File: config.mk
export PLATFORM = sky130hd
export DESIGN_NAME = regfile32_wr_port
export DESIGN_NICKNAME = d
export VERILOG_FILES = /design/src/rtl/regfile32_wr_port.sv
export SDC_FILE = /design/constraint.sdc
export NUM_CORES = 2
export LEC_CHECK = 0
export CORE_AREA = 2 2 292 352
export DETAILED_ROUTE_END_ITERATION = 16
export DIE_AREA = 0 0 294 354
export HOLD_SLACK_MARGIN = 0.05
export PLACE_DENSITY_LB_ADDON = 0.1
export SLEW_MARGIN = 25
export SYNTH_ARGS = -nofsm -noshare
export SYNTH_HDL_FRONTEND = slang
export SYNTH_SLANG_ARGS = --single-unit
File: constraint.sdc
create_clock -name clk -period 4.3 [get_ports clk]
set_input_delay 0.86 -clock clk [delete_from_list [all_inputs] [get_ports clk]]
set_output_delay 0.86 -clock clk [all_outputs]
set_load 0.005 [all_outputs]
File: src/rtl/regfile32_wr_port.sv
// 32-entry x WIDTH register file written through a one-hot select word.
// Two combinational read ports; register 0 reads as zero.
// Illegal select words (popcount != 1 while wr_en) set a sticky flag and
// bump a saturating counter. Both are cleared by err_clr; a new error in the
// same cycle takes priority over the clear.
// Optional feature macro: REGFILE_BYPASS_EN (same-cycle write-to-read forwarding).

module regfile32_entry #(
    parameter int WIDTH = 32
) (
    input  logic             clk,
    input  logic             rst,
    input  logic             we,
    input  logic [WIDTH-1:0] d,
    output logic [WIDTH-1:0] q
);
    // Single storage word; reset clears it, otherwise load on enable.
    always_ff @(posedge clk) begin
        if (rst)     q <= '0;
        else if (we) q <= d;
    end
endmodule

module regfile32_wr_port #(
    parameter int WIDTH     = 32,
    parameter int ERR_CNT_W = 8
) (
    input  logic                 clk,
    input  logic                 rst,
    input  logic                 wr_en,
    input  logic [31:0]          wr_sel,
    input  logic [WIDTH-1:0]     wr_data,
    input  logic [4:0]           rd_addr0,
    input  logic [4:0]           rd_addr1,
    output logic [WIDTH-1:0]     rd_data0,
    output logic [WIDTH-1:0]     rd_data1,
    output logic                 sel_err,
    output logic [ERR_CNT_W-1:0] err_cnt,
    input  logic                 err_clr
);
    localparam logic [ERR_CNT_W-1:0] CNT_MAX = '1;

    logic [31:0][WIDTH-1:0] regs;
    logic                   sel_onehot;
    logic                   wr_legal;
    logic                   wr_illegal;

    // x & (x-1) clears the lowest set bit; zero afterwards means at most one bit.
    assign sel_onehot = (wr_sel != 32'd0) && ((wr_sel & (wr_sel - 32'd1)) == 32'd0);
    assign wr_legal   = wr_en & sel_onehot;
    assign wr_illegal = wr_en & ~sel_onehot;

    // Entry 0 is a constant; writes that select it land nowhere.
    assign regs[0] = '0;

    // Each entry's enable comes straight from its select bit, no binary re-encode.
    for (genvar k = 1; k < 32; k++) begin : g_entry
        regfile32_entry #(.WIDTH(WIDTH)) u_entry (
            .clk (clk),
            .rst (rst),
            .we  (wr_legal & wr_sel[k]),
            .d   (wr_data),
            .q   (regs[k])
        );
    end

    // Read port 0: storage lookup, optionally forwarding a same-cycle legal write.
    always_comb begin
        rd_data0 = regs[rd_addr0];
`ifdef REGFILE_BYPASS_EN
        if (wr_legal && (rd_addr0 != 5'd0) && wr_sel[rd_addr0]) rd_data0 = wr_data;
`endif
    end

    // Read port 1: identical to port 0.
    always_comb begin
        rd_data1 = regs[rd_addr1];
`ifdef REGFILE_BYPASS_EN
        if (wr_legal && (rd_addr1 != 5'd0) && wr_sel[rd_addr1]) rd_data1 = wr_data;
`endif
    end

    // Sticky error flag and saturating counter; a fresh error beats a clear.
    always_ff @(posedge clk) begin
        if (rst) begin
            sel_err <= 1'b0;
            err_cnt <= '0;
        end else if (wr_illegal) begin
            sel_err <= 1'b1;
            if (err_clr)                err_cnt <= ERR_CNT_W'(1);
            else if (err_cnt != CNT_MAX) err_cnt <= err_cnt + ERR_CNT_W'(1);
        end else if (err_clr) begin
            sel_err <= 1'b0;
            err_cnt <= '0;
        end
    end
endmodule

=== Word level (Yosys, flattened, before mapping) ===
Index checks and enable logic that the tools add are counted.

* Add/sub/neg operators: 2
* Order comparisons: 2
* Equality and inequality tests: 1
* Muxes and demuxes: 10
* Bitwise gates (word level): 35
* Reduce and logical (&&, ||, !) cells: 6

{| class="wikitable"
|+ Operators by type and width
! operator !! number
|-
| 32-bit binary-select mux with 5-bit select || 2
|-
| 32-bit two-way mux || 2
|-
| 1-bit bitwise AND || 33
|-
| 32-bit bitwise AND || 1
|-
| 32-bit logical NOT || 1
|-
| 8-bit two-way mux || 4
|-
| 32-bit nonzero test || 1
|-
| 32-bit by 1-bit subtractor with 32-bit output (second input constant) || 1
|-
| 5-bit by 6-bit < comparator with 1-bit output (second input constant) || 2
|-
| 8-bit by 1-bit adder with 8-bit output (second input constant) || 1
|-
| 8-bit != test (second input constant) || 1
|-
| 2-bit nonzero test || 2
|-
| 1-bit two-way mux || 2
|-
| 2-bit AND reduction || 1
|-
| 1-bit logical AND || 1
|-
| 1-bit NOT || 1
|}

* Register bits after elaboration: 1001
* Input port bits: 78
* Output and inout bits: 73
* Word-level logic and storage cells: 89

=== Depth between registers and ports, before layout ===
* Depth after elaboration: 8
* Depth in mapped cells: 10
* Mapped depth without buffers: 7

=== Cells and area by module ===
A second synthesis with hierarchy kept.

* Cells, all modules: 4285
* Area, all modules: 52753.1 µm²

{| class="wikitable"
|+ Modules (own cells, without submodules)
! module !! times used !! cells each !! area an instance (µm²) !! seq. area each (µm²)
|-
| regfile32_entry || 31 || 103 || 1163.6 || 640.6
|-
| regfile32_wr_port || 1 || 1092 || 16681.0 || 180.2
|}

=== Least setup slack after synthesis ===
OpenSTA, ideal clock, no wires.

* Kind: input to output
* Start point: input rd_addr0[0]
* End point: output rd_data0[26]
* Data arrival time: 3.234 ns
* Required time: 3.440 ns
* Path slack: 0.206 ns
* Stages on the path: 6
* Buffers on the path: 3
* Cell sequence: clkbuf_1 -> clkbuf_1 -> clkbuf_1 -> mux4_2 -> mux4_2 -> mux2_2

* Longest elaborated chain between the ends: 2

{| class="wikitable"
|+ Ends and longest elaborated chain
! what !! RTL line !! source
|-
| start, declared || 33 || <nowiki>input logic [4:0] rd_addr0,</nowiki>
|-
| 32-bit binary-select mux with 5-bit select || 69 || <nowiki>rd_data0 = regs[rd_addr0];</nowiki>
|-
| 32-bit two-way mux (implied by the code) || 69 ||
|-
| end, declared || 35 || <nowiki>output logic [WIDTH-1:0] rd_data0,</nowiki>
|}

No other way between the ends. The select of a mux whose other input is x is not followed.

=== Worst setup path after layout ===
* Start point: input rd_addr1[0]
* End point: output rd_data1[17]

* Longest elaborated chain between the ends: 2

{| class="wikitable"
|+ Ends and longest elaborated chain
! what !! RTL line !! source
|-
| start, declared || 34 || <nowiki>input logic [4:0] rd_addr1,</nowiki>
|-
| 32-bit binary-select mux with 5-bit select || 77 || <nowiki>rd_data1 = regs[rd_addr1];</nowiki>
|-
| 32-bit two-way mux (implied by the code) || 77 ||
|-
| end, declared || 36 || <nowiki>output logic [WIDTH-1:0] rd_data1,</nowiki>
|}

No other way between the ends. The select of a mux whose other input is x is not followed.

==> metrics.md <==
| Metric | Value |
|---|---|
| Clock-pin slew on the worst setup and hold paths | 60 ps |
| Slew at the pin closest to its max-slew limit | 748 ps |
| CP Capture Type | output pin |
| DR DRC count | 0 |
| RSZ-0062 raised after global routing | no |
| Pin count of the biggest net entering global routing | 110 |
| Finish-stage setup viols | 0 |
| Worst skew pair latency | 680 ps |
| Clock sink total | 1001 |
| Boundary Pins | 151 |
| R2R cell count | 5 |
| Final Core Density | 0.626 |
| Max cap viols | 0 |
| DR vias | 36700 |
| Critical Path Slowest Stage Cell | mux4_2 |
| Critical-path cell list | buf_12 > buf_12 > mux4_2 > mux4_2 > mux2_2 > clkdlybuf4s50_1 |
| Worst path depth | 6 |
| Antenna violations before repair | 0 |
| Net Count, Synth | 4484 |
| CTS Buf Count | 104 |
| Sequential-to-total area share from yosys stat | 0.365 |
| CP max stage delay | 540 ps |
| WHS Path Cells | 2 |
| Vias in the first global route | 38200 |
| Area contributors post-synth | dfxtp_1 (36%), mux4_2 (24%), mux2i_1 (18%) |
| Final Max Tran Viols | 0 |
| H-Tree Depth | 3 |
| Port bufs | 150 |
| First-pass GRT wire length | 248000 µm |
| Final GP Congestion | 0.839 |
| Crit start category | primary input |
| Share of cells above drive strength 1 | 0.269 |
| Routed Antenna Nets | 0 |
| Count of cell types in the netlist | 52 |
| Starting Density | 0.546 |
| Synth Cell Area | 55000 µm² |
| DR pass1 iterations | 5 |
| Mean Syn Cell Area | 12.5 µm² |
| Mapped Cells | 4405 |
| Syn. warnings | 0 |
| Clock root buffer master | clkbuf_16 |
| Die width | 294 µm |
| Setup repair bufs after CTS | 0 |
| Slew HR | 0.501 |
| DRT iter0 DRCs | 2651 |
| Clk buf depth | 3 |
| Final Cycle Share | 0.985 |
| Register bit total from synthesis | 1001 |
| Skew final | 2.90 ps |
| Ys flop type | dfxtp_1 |
| Req. time, crit path | 3440 ps |
| Total power draw | 20.6 mW |
| Delay-heaviest family, CP | multiplexers |
| Fmax | 236 MHz |
| PD cells | 327 nW/µm² |
| WP buf/inv | 3 |
| Core Rows | 128 |
| Synth top area share | 0.365 |
| CP Data Arrival Time | 3380 ps |
| Flop2flop setup slack | 2580 ps |
| Grt ovf | 0 |
| Max FO, Critical Path | 31 |
| Synth area leader | dfxtp_1 |
| Post-DP HPWL | 105000 µm |
| WS Path Type | primary input to output pin |
| Worst IR drop on VDD | 0.325 mV |
| LEAKAGE | 28.6 nW |
| Area grow syn2layout | 14.6% |
| Antenna cells | 0 |
| Outcome | finished, final reports clean |
| Post-synth EDFFs | 0 |
| Top-count cell post-synth | nand2b_1 |
| Nets@finish | 4561 |
| Drt total wl | 164000 µm |
| FFs w/ async S/R, synth | 0 |
| Final Hold Violating Endpoints | 0 |
| TritonCTS clock tree | done |
| GR Util All Layers | 0.317 |
| Hold Path Class | register to register |
| Core area | 101000 µm² |
| Vias per cell | 6.25 |
| Die height | 354 µm |
| Most frequent cells after synthesis | nand2b_1 (1027), dfxtp_1 (1001), mux2i_1 (993) |
| Tmin final | 4240 ps |
| DR WL/cell | 27.9 µm |
| Total die area | 104000 µm² |
-- worst register-to-register path: stages, from the launching register on --
cell     delay (ps)
dfxtp_1         340
ha_1            260
and3_1          190
and3_1          220
or4_1           500
a21oi_1         150
-- kinds of logic after synthesis --
logic type | share of synthesized area
compound gates | 0.0157
buf+inv | 0.0458
fa+ha+maj | 0.000228
simple gates | 0.131
flops | 0.365
mux | 0.443
-- power breakdown --
part / internal, mW / switching [mW] / total [mW]
Sequential: 9.27 / 0.00148 / 9.27
Clock: 5.92 / 3.95 / 9.87
Combinational: 0.637 / 0.799 / 1.44
-- timing repair --
action | in CTS | in global routing
gates resized for setup | 1 | 0
setup endpoints to repair | 7 | 0
hold buffers | 0 | 0
-- registers in the layout, indices dropped and copies added (netlist names) --
| name | count |
|---|---|
| sel_err | 1 |
| g_entry.u_entry.q | 992 |
| err_cnt | 8 |
-- cell usage in the layout (no fill, tap or decap), types with 4 or more instances in the layout --
| cell type | count |
|---|---|
| nand2b_1 | 1027 |
| dfxtp_1 | 1001 |
| mux2i_1 | 993 |
| mux4_2 | 576 |
| buf_4 | 181 |
| clkdlybuf4s50_1 | 139 |
| mux2_2 | 128 |
| buf_12 | 116 |
| clkbuf_16 | 108 |
| a22o_1 | 65 |
| nand2_4 | 28 |
| clkinv_2 | 28 |
| clkbuf_8 | 26 |
| bufinv_16 | 15 |
| o21ai_0 | 11 |
| clkbuf_1 | 11 |
| nor3_1 | 10 |
| nor2_1 | 8 |
| a21oi_1 | 8 |
| nand3_1 | 7 |
| or3_1 | 7 |
| nand4_1 | 6 |
| and3_1 | 6 |
| or4_1 | 5 |
| o31ai_1 | 5 |
| nor4_1 | 4 |
| buf_8 | 4 |
-- layout make-up --
class	count	area, µm²
clock buffer	145	3100
inverter	1	3.75
sequential	1001	20000
fill	7820	37700
clock inverter	48	639
timing repair buffer	442	5150
multi-input combinational	2932	32500
tap	1300	1630
-- metal layers --
metal / wire [µm] / up-vias / GRT usage
li1: - / 16300 / -
met5: 0 / - / 0
met4: 6380 / 0 / 0.115
met2: 80400 / 1014 / 0.535
met3: 7580 / 305 / 0.0385
met1: 69500 / 19000 / 0.420
-- per-stage QoR --
| step | hold WS [ps] | setup slack (ps) | std cells | area (µm²) | TNS, ps |
|---|---|---|---|---|---|
| after CTS | 485 | 68.8 | 5869 | 63000 | 0 |
| after floorplan | 455 | 206 | 4405 | 55000 | 0 |
| after detailed placement | 475 | -23.8 | 5676 | 59300 | -56.9 |
| final | 485 | 64.1 | 5869 | 63000 | 0 |
| after global routing | 495 | 36.5 | 5869 | 63000 | 0 |
| after global placement | 466 | -38.4 | 5676 | 59300 | -57.2 |
-- final timing paths --
check                                              from                               endpoint
setup / recovery                            rd_addr1[0]                           rd_data1[17]
hold / removal    g_entry[3].u_entry.q[19]$_SDFFE_PP0P_  g_entry[3].u_entry.q[19]$_SDFFE_PP0P_
hold reg to reg   g_entry[3].u_entry.q[19]$_SDFFE_PP0P_  g_entry[3].u_entry.q[19]$_SDFFE_PP0P_
setup reg to reg                err_cnt[0]$_SDFFE_PP0P_                err_cnt[3]$_SDFFE_PP0P_
No activity file was read; power rests on OpenSTA's default activity.
